**config.mk**
```make
export PLATFORM = sky130hd
export DESIGN_NAME = alu_issue
export DESIGN_NICKNAME = d
export VERILOG_FILES = /design/src/rtl/alu_pkg.sv /design/src/rtl/alu_issue_dec.sv /design/src/rtl/alu_issue.sv
export SDC_FILE = /design/constraint.sdc
export NUM_CORES = 1
export LEC_CHECK = 0
export ABC_AREA = 1
export ABC_CLOCK_PERIOD_IN_PS = 5100
export BUFFER_PORTS_ARGS = -buffer_cell sky130_fd_sc_hd__buf_2
export CAP_MARGIN = 20
export CORE_ASPECT_RATIO = 1.75
export CORE_MARGIN = 1
export CORE_UTILIZATION = 55
export CTS_CLUSTER_DIAMETER = 60
export DETAILED_ROUTE_END_ITERATION = 10
export PLACE_DENSITY_LB_ADDON = 0.25
export SYNTH_ARGS = -nofsm -noshare
export SYNTH_HDL_FRONTEND = slang
export SYNTH_SLANG_ARGS = --single-unit
```
**constraint.sdc**
```tcl
create_clock -name clk -period 5.1 [get_ports clk]
set_input_delay 0.255 -clock clk [delete_from_list [all_inputs] [get_ports clk]]
set_output_delay 0.255 -clock clk [all_outputs]
set_load 0.05 [all_outputs]
```
**src/rtl/alu_pkg.sv**
```systemverilog
// Shared constants and FIFO entry type for the ALU issue stage.
package alu_pkg;

   localparam logic [3:0] ALU_ADD  = 4'h0;
   localparam logic [3:0] ALU_AND  = 4'h1;
   localparam logic [3:0] ALU_OR   = 4'h2;
   localparam logic [3:0] ALU_XOR  = 4'h3;
   localparam logic [3:0] ALU_SUB  = 4'h4;
   localparam logic [3:0] ALU_SLT  = 4'h5;
   localparam logic [3:0] ALU_SLTU = 4'h6;
   localparam logic [3:0] ALU_SLL  = 4'h7;
   localparam logic [3:0] ALU_SRL  = 4'h8;
   localparam logic [3:0] ALU_SRA  = 4'h9;
   localparam logic [3:0] ALU_LUI  = 4'hA;

   localparam logic [6:0] OPC_OP     = 7'b0110011;
   localparam logic [6:0] OPC_OP_IMM = 7'b0010011;
   localparam logic [6:0] OPC_LUI    = 7'b0110111;
   localparam logic [6:0] OPC_AUIPC  = 7'b0010111;

   localparam logic [2:0] F3_ADD  = 3'b000;
   localparam logic [2:0] F3_SLL  = 3'b001;
   localparam logic [2:0] F3_SLT  = 3'b010;
   localparam logic [2:0] F3_SLTU = 3'b011;
   localparam logic [2:0] F3_XOR  = 3'b100;
   localparam logic [2:0] F3_SR   = 3'b101;
   localparam logic [2:0] F3_OR   = 3'b110;
   localparam logic [2:0] F3_AND  = 3'b111;

   localparam logic [6:0] F7_BASE = 7'b0000000;
   localparam logic [6:0] F7_ALT  = 7'b0100000;

   typedef struct packed {
      logic [31:0] in1;
      logic [31:0] in2;
      logic [3:0]  op;
      logic [4:0]  rd;
      logic        illegal;
   } alu_entry_t;

   // alt selects SUB for funct3 000 and SRA for funct3 101; ignored otherwise
   function automatic logic [3:0] f3_to_op(input logic [2:0] f3, input logic alt);
      logic [3:0] op;
      case (f3)
         F3_ADD:  op = alt ? ALU_SUB : ALU_ADD;
         F3_SLL:  op = ALU_SLL;
         F3_SLT:  op = ALU_SLT;
         F3_SLTU: op = ALU_SLTU;
         F3_XOR:  op = ALU_XOR;
         F3_SR:   op = alt ? ALU_SRA : ALU_SRL;
         F3_OR:   op = ALU_OR;
         default: op = ALU_AND;
      endcase
      return op;
   endfunction

endpackage

```
**src/rtl/alu_issue_dec.sv**
```systemverilog
// Combinational RV32I integer-ALU decoder: instruction plus operands to ALU op and inputs.
module alu_issue_dec
   import alu_pkg::*;
(
   input  logic [31:0] instr,
   input  logic [31:0] pc,
   input  logic [31:0] rs1,
   input  logic [31:0] rs2,
   output logic [31:0] in1,
   output logic [31:0] in2,
   output logic [3:0]  op,
   output logic [4:0]  rd,
   output logic        illegal
);

   logic [6:0]  opcode;
   logic [6:0]  funct7;
   logic [2:0]  funct3;
   logic [31:0] imm_i;
   logic [31:0] imm_u;
   logic [31:0] shamt;
   logic        is_shift;

   assign opcode   = instr[6:0];
   assign funct3   = instr[14:12];
   assign funct7   = instr[31:25];
   assign imm_i    = {{20{instr[31]}}, instr[31:20]};
   assign imm_u    = {instr[31:12], 12'b0};
   assign shamt    = {27'b0, instr[24:20]};
   assign is_shift = (funct3 == F3_SLL) || (funct3 == F3_SR);

   always_comb begin
      in1     = '0;
      in2     = '0;
      op      = ALU_ADD;
      illegal = 1'b0;
      case (opcode)
         OPC_OP: begin
            if (funct7 == F7_BASE || funct7 == F7_ALT) begin
               in1 = rs1;
               in2 = rs2;
               op  = f3_to_op(funct3, funct7 == F7_ALT);
            end else begin
               illegal = 1'b1;
            end
         end
         OPC_OP_IMM: begin
            in1 = rs1;
            in2 = is_shift ? shamt : imm_i;
            // ADDI has no subtract form, so instr[30] only matters for right shifts
            op  = f3_to_op(funct3, instr[30] && (funct3 == F3_SR));
         end
         OPC_LUI: begin
            in2 = imm_u;
            op  = ALU_LUI;
         end
         OPC_AUIPC: begin
            in1 = pc;
            in2 = imm_u;
         end
         default: illegal = 1'b1;
      endcase
      rd = illegal ? 5'd0 : instr[11:7];
   end

endmodule

```
**src/rtl/alu_issue.sv**
```systemverilog
// ALU issue stage: decodes accepted instructions into a DEPTH-entry output FIFO.
// Optional ALU_ISSUE_ILLEGAL_EN adds out_illegal and a saturating illegal_cnt.
module alu_issue
   import alu_pkg::*;
#(
   parameter int unsigned DEPTH = 2
) (
   input  logic        clk,
   input  logic        rst,
   input  logic        in_valid,
   output logic        in_ready,
   input  logic [31:0] in_instr,
   input  logic [31:0] in_pc,
   input  logic [31:0] in_rs1,
   input  logic [31:0] in_rs2,
   output logic        out_valid,
   input  logic        out_ready,
   output logic [31:0] out_in1,
   output logic [31:0] out_in2,
   output logic [3:0]  out_op,
   output logic [4:0]  out_rd
`ifdef ALU_ISSUE_ILLEGAL_EN
   ,
   output logic        out_illegal,
   output logic [7:0]  illegal_cnt
`endif
);

   localparam int unsigned PTR_W = $clog2(DEPTH);
   localparam int unsigned CNT_W = PTR_W + 1;

   alu_entry_t       dec_entry;
   alu_entry_t       mem [DEPTH];
   alu_entry_t       head;
   alu_entry_t       hold_q;
   alu_entry_t       shown;
   logic [PTR_W-1:0] wr_q;
   logic [PTR_W-1:0] rd_q;
   logic [CNT_W-1:0] cnt_q;
   logic             push;
   logic             pop;

   alu_issue_dec u_dec (
      .instr   (in_instr),
      .pc      (in_pc),
      .rs1     (in_rs1),
      .rs2     (in_rs2),
      .in1     (dec_entry.in1),
      .in2     (dec_entry.in2),
      .op      (dec_entry.op),
      .rd      (dec_entry.rd),
      .illegal (dec_entry.illegal)
   );

   // A full FIFO refuses pushes even when a pop happens in the same cycle
   assign in_ready  = cnt_q < CNT_W'(DEPTH);
   assign out_valid = cnt_q != '0;
   assign push      = in_valid && in_ready;
   assign pop       = out_valid && out_ready;
   assign head      = mem[rd_q];

   always_ff @(posedge clk) begin
      if (push) begin
         mem[wr_q] <= dec_entry;
      end
   end

   always_ff @(posedge clk or posedge rst) begin
      if (rst) begin
         wr_q   <= '0;
         rd_q   <= '0;
         cnt_q  <= '0;
         hold_q <= '0;
      end else begin
         if (push) begin
            wr_q <= wr_q + PTR_W'(1);
         end
         if (pop) begin
            rd_q   <= rd_q + PTR_W'(1);
            hold_q <= head;
         end
         case ({push, pop})
            2'b10:   cnt_q <= cnt_q + CNT_W'(1);
            2'b01:   cnt_q <= cnt_q - CNT_W'(1);
            default: ;
         endcase
      end
   end

   // Empty FIFO shows the last popped entry, which reset clears to zero
   assign shown   = out_valid ? head : hold_q;
   assign out_in1 = shown.in1;
   assign out_in2 = shown.in2;
   assign out_op  = shown.op;
   assign out_rd  = shown.rd;

`ifdef ALU_ISSUE_ILLEGAL_EN
   logic [7:0] ill_cnt_q;

   always_ff @(posedge clk or posedge rst) begin
      if (rst) begin
         ill_cnt_q <= '0;
      end else if (push && dec_entry.illegal && ill_cnt_q != 8'hFF) begin
         ill_cnt_q <= ill_cnt_q + 8'd1;
      end
   end

   assign out_illegal = shown.illegal;
   assign illegal_cnt = ill_cnt_q;
`else
   logic unused_illegal;
   assign unused_illegal = shown.illegal;
`endif

endmodule

```
==> results of run 1 <==
-- worst paths after layout --
path                                 from          end  slack (ns)  cells past startpoint
worst max-delay path             cnt_q[0]  out_in2[26]        2.11                      6
worst min-delay path            in_rs1[8]   mem[0][50]        0.07                      3
worst max register to register   cnt_q[0]   hold_q[13]        2.54                      6
worst min register to register   cnt_q[0]     cnt_q[0]        0.53                      1
max in group asynchronous             rst         rd_q        4.08                      5
min in group asynchronous             rst   hold_q[71]        0.42                      4
-- synthesized netlist by cell type --
master    number  share of area
xnor2_1        1        0.00086
a21oi_1        1        0.00049
or2_1          1        0.00062
dfrtp_1       77           0.19
nand2_1      528           0.19
clkinv_2       1        0.00049
or2_2          1        0.00062
xor2_1         3         0.0026
o21ai_1        1        0.00049
buf_2         38          0.019
nor2_2         4         0.0025
ha_1           1         0.0012
nand4_1        1        0.00062
nand3_1       52          0.026
nand2_2        1        0.00062
nor3_1         1        0.00049
nand2_4        1         0.0011
clkbuf_1      17         0.0063
edfxtp_1     146           0.43
inv_2          3         0.0011
inv_1         89          0.033
buf_4          5         0.0037
nor2_1        15         0.0055
o21ai_0      150          0.074
buf_6          4         0.0044
-- critical path, cell delays in order (launching register included) --
cell	delay (ns)
dfrtp_1	0.40
nor2_1	0.09
inv_4	0.35
buf_4	0.76
nand2_1	0.11
o21ai_0	0.19
buf_2	0.34
-- stage by stage --
stage / worst slack, ns / hold slack [ns] / instance area (sq um)
final: 2.11 / 0.0701 / 11900
after global routing: 1.90 / 0.0661 / 11900
after global placement: 2.58 / 0.489 / 11200
after detailed placement: 2.52 / 0.506 / 11200
after CTS: 2.06 / 0.0503 / 11800
after floorplan: 0.589 / 0.451 / 10200
-- power groups by stage --
stage / Combinational, mW / Sequential [mW] / Clock (mW)
floorplan: 2.87 / 2.57 / 0
global placement: 3.66 / 2.56 / 0
detailed placement: 3.71 / 2.58 / 0
CTS: 3.73 / 2.55 / 1.39
global route: 4.05 / 2.59 / 1.45
finish: 3.72 / 2.54 / 1.35
-- cell families (layout without fill, tap and decap cells) --
family	Yosys count	after routing	share of synthesized area
and+or+nand+nor	605	605	0.233
DFF	223	223	0.620
buffers and inverters	157	344	0.0675
AOI/OAI and AO/OA	152	152	0.0748
xor gates and xnor gates	4	4	0.00345
adders and majority gates	1	1	0.00123
-- routing by layer --
layer,global-route usage,up-vias
li1,-,3998
met4,0.0958,0
met1,0.271,3662
met3,0.0280,61
met5,0,-
met2,0.455,254
-- state kept, by name, indices dropped and copies added, names as in the netlist --
name / cells
mem: 146
cnt_q: 2
hold_q: 73
rd_q: 1
wr_q: 1
-- final cells by class --
class,count,area (sq um),area share
Multi-Input combinational cell,762,3190,0.268
Sequential cell,223,6310,0.530
Tap cell,234,293,0.0246
Clock buffer,25,538,0.0452
Timing Repair Buffer,218,1180,0.0994
Clock inverter,8,40.0,0.00336
Inverter,93,357,0.0299
-- repair_timing --
action / 4_1_cts / 5_1_grt
setup buffers: 0 / 0
endpoints found under the hold margin: 0 / 29
hold buffers: 0 / 1
==> results.sh, run 1 <==
export IMPL_status="complete, no violations"
export IMPL_fin_skew_ns=0.00920
export IMPL_htreeDepth=1
export IMPL_area_growth_syn_to_layout_pct=17.1
export IMPL_fin_nets=1450
export IMPL_clock_fmax_mhz=334
export IMPL_core_sq_um=18100
export IMPL_cap_violations=0
export IMPL_cts_resized=0
export IMPL_synth_area_sq_um=10200
export IMPL_top_layer="met4"
export IMPL_dieArea_sq_um=19100
export IMPL_power_leakage_nw=5.71
export IMPL_clk_pin_slew_ns=0.07
export IMPL_relSlewSlack=0.422
export IMPL_port_buffers=206
export IMPL_drive_gt1_frac=0.198
export IMPL_combPwrFrac=0.489
export IMPL_row_count=65
export IMPL_powerDensity_nw_per_um2=640
export IMPL_grt_pass1_vias=7605
export IMPL_syn_num_nets=1275
export IMPL_final_util=0.660
export IMPL_wl_met2_mm=12.2
export IMPL_fill_cells=1582
export IMPL_power_switching_mw=3.67
export IMPL_ys_types=25
export IMPL_cp_data_arrival_time_ns=2.74
export IMPL_insertion_delay_ns=0.48
export IMPL_grt_ovfl_total=0
export IMPL_drtIter0Drc=387
export IMPL_critPathLaunchType="flip-flop"
export IMPL_grt_max_degree=96
export IMPL_finalSetupViolCount=0
export IMPL_cts_made_buffers=19
export IMPL_slew_violations=0
export IMPL_p_clk_frac=0.177
export IMPL_rsz0062_at_grt="no"
export IMPL_synth_avg_cell_area_sq_um=8.91
export IMPL_drc=0
export IMPL_critical_path_peak_fanout=95
export IMPL_ant_nets=0
export IMPL_final_cells=1563
export IMPL_die_w_um=105
export IMPL_final_cell_mix="nand2_1, buf_2, o21ai_0"
export IMPL_ys_ff_latch=223
export IMPL_cts_buffer_depth=3
export IMPL_path_class="reg2out"
export IMPL_globalplace_congestion=0.838
export IMPL_dp_cells=1526
export IMPL_cts_root_buf="clkbuf_16"
export IMPL_initial_utilization=0.563
export IMPL_cts_sinks=223
export IMPL_final_hold_viol_count=0
export IMPL_endpoint_kind="primary output"
export IMPL_syn_inst=1142
export IMPL_wl_met1_mm=8.49
export IMPL_power_internal_mw=3.94
export IMPL_hp_class="in2reg"
export IMPL_yosysSeqAreaShare=0.620
export IMPL_min_period_over_period=0.587
export IMPL_grt_use_total=0.240
export IMPL_p_seq_frac=0.334
export IMPL_tritoncts="yes"
export IMPL_final_common_cell="nand2_1"
export IMPL_required_ns=4.85
export IMPL_tns_ns=0
export IMPL_die_h_um=182
export IMPL_n_antenna_cell=0
export IMPL_via_per_inst=5.10
export IMPL_hpwl_mm=15.0
export IMPL_period_needed_ns=2.99
export IMPL_wl_met3_mm=1.07
export IMPL_wirelength_mm=22.5
export IMPL_worstMarginPinSlew_ns=0.866
export IMPL_via_count=7975
export IMPL_drt_wirelength_per_cell_um=14.4
export IMPL_yosysWarnings=0
export IMPL_ir_worst_vdd_mv=0.347
export IMPL_drtPass1Iterations=6
export IMPL_pin_count=207
export IMPL_swShare=0.482
export IMPL_power_total_mw=7.62
export IMPL_grt_pass1_wl_mm=36.1
export IMPL_antenna_found_initial=0
Power figures use the tool's default switching activity.
==> run 2: changes to the inputs <==
- ABC_AREA: 1 -> 0
- ABC_CLOCK_PERIOD_IN_PS: 5100 -> 2700
- CORE_UTILIZATION: 55 -> 49
- clock period: 5.1 -> 2.7 ns (I/O delays scaled with it)
==> run 2 against run 1 <==
Synthesized cell count down 30%. Count of clock-buffer cells in the layout increased by 1. Cell count decreased by 16%. Register-to-register slack got worse by 1.6 ns. Clock power is 130% higher. Via count shrank 8.9%. Sequential cell count did not move. Utilization shrank 2.3 points. Total power up 110%. Non-clock buffer count grew 70. Die area rose by 8.2%. Largest power group unchanged. First-iteration DRC count down 19%. Highest routed layer is now met5.
==> results.sh, run 2 <==
export IMPL_status="complete, no violations"
export IMPL_drt_wirelength_per_cell_um=18.4
export IMPL_initial_utilization=0.499
export IMPL_drive_gt1_frac=0.256
export IMPL_p_seq_frac=0.331
export IMPL_via_per_inst=5.55
export IMPL_cts_buffer_depth=3
export IMPL_slew_violations=0
export IMPL_drtPass1Iterations=4
export IMPL_grt_ovfl_total=0
export IMPL_final_common_cell="buf_2"
export IMPL_required_ns=2.57
export IMPL_area_growth_syn_to_layout_pct=27.4
export IMPL_grt_max_degree=74
export IMPL_yosysMostFrequentCell="edfxtp_1"
export IMPL_ys_types=43
export IMPL_relSlewSlack=0.523
export IMPL_worstMarginPinSlew_ns=0.715
export IMPL_synth_area_leader_cell="edfxtp_1"
export IMPL_drtIter0Drc=313
export IMPL_ir_worst_vdd_mv=1.08
export IMPL_rsz0062_at_grt="no"
export IMPL_yosysSeqAreaShare=0.643
export IMPL_cp_slowest_stage_delay_ns=0.60
export IMPL_final_cell_mix="buf_2, edfxtp_1, nor2_1"
export IMPL_synthMuxAreaShare=0.0744
export IMPL_synthTopCellsByArea="edfxtp_1, dfrtp_1, mux2i_1"
export IMPL_critical_path_peak_fanout=55
export IMPL_dieArea_sq_um=20600
export IMPL_reg_top3="mem: 146 flops, hold_q: 73 flops, cnt_q: 2 flops"
export IMPL_port_buffers=206
export IMPL_antenna_found_initial=2
export IMPL_synth_avg_cell_area_sq_um=12.2
export IMPL_wirelength_mm=24.2
export IMPL_globalplace_congestion=0.773
export IMPL_power_leakage_nw=5.21
export IMPL_synth_top_family_by_area="compound AO/OA/AOI/OAI gates"
export IMPL_cts_root_buf="clkbuf_16"
export IMPL_critPathSlowestCell="or2_4"
export IMPL_hp_class="in2reg"
export IMPL_cp_data_arrival_time_ns=2.48
export IMPL_row_count=68
export IMPL_synth_area_sq_um=9820
export IMPL_yosysWarnings=0
export IMPL_critPathLaunchType="flip-flop"
export IMPL_async_reset_ff_frac=0.345
export IMPL_pin_count=207
export IMPL_grt_pass1_vias=7108
export IMPL_clock_fmax_mhz=383
export IMPL_tns_ns=0
export IMPL_power_total_mw=15.7
export IMPL_cts_resized=0
export IMPL_period_needed_ns=2.61
export IMPL_path_class="reg2out"
export IMPL_syn_num_nets=935
export IMPL_power_switching_mw=7.24
export IMPL_core_sq_um=19700
export IMPL_fin_nets=1182
export IMPL_min_period_over_period=0.967
export IMPL_fill_cells=1500
export IMPL_p_clk_frac=0.195
export IMPL_power_internal_mw=8.44
export IMPL_cts_sinks=223
export IMPL_synth_edf_count=146
export IMPL_drc=0
export IMPL_swShare=0.462
export IMPL_die_h_um=189
export IMPL_final_hold_viol_count=0
export IMPL_top_register="mem"
export IMPL_cap_violations=0
export IMPL_combPwrFrac=0.473
export IMPL_fin_skew_ns=0.0144
export IMPL_ys_ff_latch=223
export IMPL_largest_reg_flops=146
export IMPL_cts_made_buffers=20
export IMPL_htreeDepth=1
export IMPL_tritoncts="yes"
export IMPL_synthSimpleGateAreaFrac=0.101
export IMPL_grt_use_total=0.233
export IMPL_clk_pin_slew_ns=0.07
export IMPL_cp_cell_sequence="or2_4 -> buf_12 -> nor2_1 -> a21oi_1 -> buf_2"
export IMPL_syn_inst=802
export IMPL_synth_compound_area_share=0.146
export IMPL_ant_nets=0
export IMPL_grt_pass1_wl_mm=36.9
export IMPL_finalSetupViolCount=0
export IMPL_die_w_um=109
export IMPL_via_count=7262
export IMPL_synthTopCellsByCount="edfxtp_1, nor2_1, dfrtp_1"
export IMPL_hpwl_mm=16.2
export IMPL_powerDensity_nw_per_um2=1250
export IMPL_insertion_delay_ns=0.50
export IMPL_synth_top_area_frac=0.447
export IMPL_endpoint_kind="primary output"
export IMPL_synth_xor_area_share=0.00535
export IMPL_synth_ff_type="edfxtp_1"
export IMPL_synthAdderAreaFrac=0.00127
## run 2: cell types whose count changed in the layout (fill, tap and decap cells not counted), sizes merged, moves of 9 or more
cell,delta
a21oi,+73
a221o,+20
a22o,+11
a32o,+33
buf,+9
dlygate4sd3,+61
inv,-88
mux2i,+73
nand2,-455
nand3,-52
nor2,+61
nor2b,+35
o21ai,-77
## run 2: cell families (layout without fill, tap and decap cells)
logic type	Yosys count	in the layout
compound gates	220	220
buf+inv	66	327
mux	73	73
fa+ha+maj	1	1
flops	223	223
xor+xnor	6	6
other cells	0	1
simple gates	213	213
## run 2: final timing paths
check	slack, ns	from	cells past startpoint	endpoint
max	0.09	cnt_q[0]	5	out_in1[23]
min	0.01	in_instr[24]	2	mem[1][34]
max reg2reg	0.90	cnt_q[1]	3	mem[1][62]
min reg2reg	0.48	hold_q[58]	2	hold_q[58]
max in group asynchronous	1.72	rst	4	hold_q[20]
min in group asynchronous	0.27	rst	3	hold_q[42]
## run 2: final cells by class
class | count | area, sq um | share of cell area
Clock buffer | 26 | 584 | 0.0467
Antenna cell | 1 | 2.50 | 0.000200
Clock inverter | 10 | 133 | 0.0106
Timing Repair Buffer | 288 | 1900 | 0.152
Tap cell | 245 | 307 | 0.0245
Inverter | 3 | 12.5 | 0.00100
Sequential cell | 223 | 6310 | 0.505
Multi-Input combinational cell | 513 | 3250 | 0.260
## run 2: timing repair
action,4_1_cts,5_1_grt
hold buffers,61,1
hold endpoints to repair,140,2
setup buffers,0,0
## run 2: worst max-delay path: cells and delay by family, from the launching register on
family | cells | cell delay [ns]
compound gates | 1 | 0.23
buf+inv | 2 | 0.60
flops | 1 | 0.45
simple gates | 2 | 0.66
## run 2: through the flow
| step | util | setup WS, ns | hold slack [ns] | instance area [sq um] | cells |
|---|---|---|---|---|---|
| 6_report | 0.636 | 0.0894 | 0.0114 | 12500 | 1309 |
| 5_1_grt | 0.636 | 0.00649 | 0.0145 | 12500 | 1308 |
| 3_5_place_dp | 0.568 | 0.668 | 0.261 | 11200 | 1210 |
| 4_1_cts | 0.636 | 0.128 | 0.000144 | 12500 | 1307 |
| 3_3_place_gp | 0.568 | 0.686 | 0.255 | 11200 | 1210 |
| 2_1_floorplan | - | 0.202 | 0.337 | 9820 | 802 |
## run 2: power by group through the flow
| stage | clock network (mW) | logic, mW | registers, mW |
|---|---|---|---|
| floorplan | 0 | 5.70 | 5.04 |
| global placement | 0 | 7.34 | 5.22 |
| detailed placement | 0 | 7.41 | 5.27 |
| CTS | 3.12 | 7.49 | 5.21 |
| global route | 3.24 | 7.92 | 5.31 |
| finish | 3.06 | 7.42 | 5.20 |
## run 2: per-layer routing
layer | up-vias | track usage | share of wire
li1 | 3461 | - | -
met1 | 3501 | 0.274 | 0.38
met2 | 253 | 0.421 | 0.53
met3 | 45 | 0.0454 | 0.067
met4 | 2 | 0.0712 | 0.024
met5 | - | 0 | 0.00054
==> run 3: changes to the inputs <==
- CORE_UTILIZATION: 49 -> 51
- CTS_BUF_LIST: unset -> sky130_fd_sc_hd__clkbuf_8
==> run 3 against run 2 <==
First-iteration DRC count is 6.7% higher. Cell area is 0.50% higher. Combinational power is 0.9% higher. Global-route usage is 1.7 points higher. Setup slack better by 0.18 ns. Count of clock-buffer cells in the layout is 14 higher. Cell count is 2.6% higher. Die area is 3.9% lower. Critical path depth stayed put. Clock skew is 0.00070 ns higher. Clock power is 14% lower. Register-to-register slack hardly changed. Largest cell class unchanged.
==> results.sh, run 3 (same netlist as run 2, synthesis figures left out) <==
export IMPL_min_period_over_period=0.902
export IMPL_critPathLaunchType="flip-flop"
export IMPL_drc=0
export IMPL_power_leakage_nw=5.31
export IMPL_via_count=7494
export IMPL_reg_top3="mem: 146 flops, hold_q: 73 flops, cnt_q: 2 flops"
export IMPL_final_cells=1343
export IMPL_cap_violations=0
export IMPL_setup_ws_ns=0.265
export IMPL_slew_violations=0
export IMPL_cts_made_buffers=34
export IMPL_final_cell_mix="buf_2, edfxtp_1, nor2_1"
export IMPL_dp_cells=1206
export IMPL_worstMarginPinSlew_ns=0.729
export IMPL_fin_skew_ns=0.0151
export IMPL_drtIter0Drc=334
export IMPL_area_growth_syn_to_layout_pct=28.1
export IMPL_power_switching_mw=7.30
export IMPL_combPwrFrac=0.489
export IMPL_power_internal_mw=8.00
export IMPL_htreeDepth=2
export IMPL_cts_resized=0
export IMPL_ir_worst_vdd_mv=0.970
export IMPL_wirelength_mm=24.9
export IMPL_globalplace_congestion=0.776
export IMPL_drt_wirelength_per_cell_um=18.5
export IMPL_dieArea_sq_um=19800
export IMPL_drtPass1Iterations=5
export IMPL_design_area_sq_um=12600
export IMPL_final_hold_viol_count=0
export IMPL_core_sq_um=18700
export IMPL_post_cts_buffers=0
export IMPL_hpwl_mm=16.3
export IMPL_required_ns=2.57
export IMPL_placed_area_sq_um=11200
export IMPL_clock_fmax_mhz=411
export IMPL_ant_nets=0
export IMPL_via_per_inst=5.58
export IMPL_cts_root_buf="clkbuf_8"
export IMPL_insertion_delay_ns=0.50
export IMPL_grt_pass1_vias=7350
export IMPL_path_class="reg2out"
export IMPL_p_clk_frac=0.171
export IMPL_tns_ns=0
export IMPL_hp_class="in2reg"
export IMPL_critical_path_peak_fanout=41
export IMPL_top_register="mem"
export IMPL_row_count=66
export IMPL_p_seq_frac=0.340
export IMPL_endpoint_kind="primary output"
export IMPL_period_needed_ns=2.44
export IMPL_relSlewSlack=0.510
export IMPL_die_w_um=107
export IMPL_largest_reg_flops=146
export IMPL_grt_max_degree=118
export IMPL_cts_buffer_depth=3
export IMPL_rsz0062_at_grt="no"
export IMPL_fin_nets=1211
export IMPL_status="complete, no violations"
export IMPL_tritoncts="yes"
export IMPL_swShare=0.477
export IMPL_finalSetupViolCount=0
export IMPL_port_buffers=206
export IMPL_cts_sinks=223
export IMPL_final_common_cell="buf_2"
export IMPL_initial_utilization=0.524
export IMPL_ctsHoldBuffers=73
export IMPL_antenna_found_initial=5
export IMPL_grt_ovfl_total=0
export IMPL_powerDensity_nw_per_um2=1220
export IMPL_cp_data_arrival_time_ns=2.30
export IMPL_grt_use_total=0.250
export IMPL_clk_pin_slew_ns=0.06
export IMPL_die_h_um=186
export IMPL_grt_pass1_wl_mm=37.8
export IMPL_pin_count=207
export IMPL_drive_gt1_frac=0.261
export IMPL_place_worst_setup_slack_ns=0.713
run 3: cell types whose count changed in the layout (fill, tap and decap cells not counted), moves of 2 or more:
cell,before,now
clkbuf_8,4,40
clkbuf_16,21,0
dlygate4sd3_1,62,73
inv_1,1,11
clkinv_1,1,6
buf_4,12,16
bufinv_16,3,0
clkinv_2,4,7
clkinvlp_4,2,0
run 3: through the flow:
stage,utilization,power (mW),hold slack (ns)
global route,0.671,16.1,0.00639
CTS,0.669,15.4,0.000837
finish,0.671,15.3,0.0287
global placement,0.596,12.6,0.384
floorplan,-,10.7,0.337
detailed placement,0.596,12.7,0.401
run 3: critical path: stages (launching register included):
cell     delay (ns)
dfrtp_1        0.46
or2_4          0.49
buf_4          0.34
nor2_1         0.06
a21oi_1        0.14
buf_2          0.29
run 3: cell type report:
cell class                 instances  area (sq um)
antenna                            1          2.50
multi-input combinational        513          3250
tap                              238           298
fill                            1406          6170
timing repair buffer             303          2050
sequential                       223          6310
clock buffer                      40           551
inverter                           3          12.5
clock inverter                    22          90.1
run 3: worst paths after layout:
kind / from / cells after the start / slack (ns) / endpoint
worst max-delay path: cnt_q[0] / 5 / 0.26 / out_in1[12]
max in group asynchronous: rst / 5 / 1.87 / hold_q[50]
worst min-delay path: in_instr[9] / 2 / 0.03 / mem[0][3]
worst max register to register: cnt_q[1] / 3 / 0.89 / mem[1][1]
min in group asynchronous: rst / 3 / 0.07 / wr_q
worst min register to register: hold_q[49] / 2 / 0.48 / hold_q[49]
run 3: layer usage:
layer | track usage | vias to the layer above | wire [um]
li1 | - | 3535 | -
met3 | 0.0480 | 59 | 1610
met1 | 0.291 | 3610 | 9400
met5 | 0 | - | 20
met2 | 0.447 | 286 | 12900
met4 | 0.106 | 4 | 895
run 3: power groups by stage:
stage          clock network (mW)  logic, mW  registers [mW]
6_report                     2.62       7.49            5.20
3_3_place_gp                    0       7.38            5.20
4_1_cts                      2.68       7.53            5.20
5_1_grt                      2.82       7.97            5.30
2_1_floorplan                   0       5.70            5.04
3_5_place_dp                    0       7.44            5.26
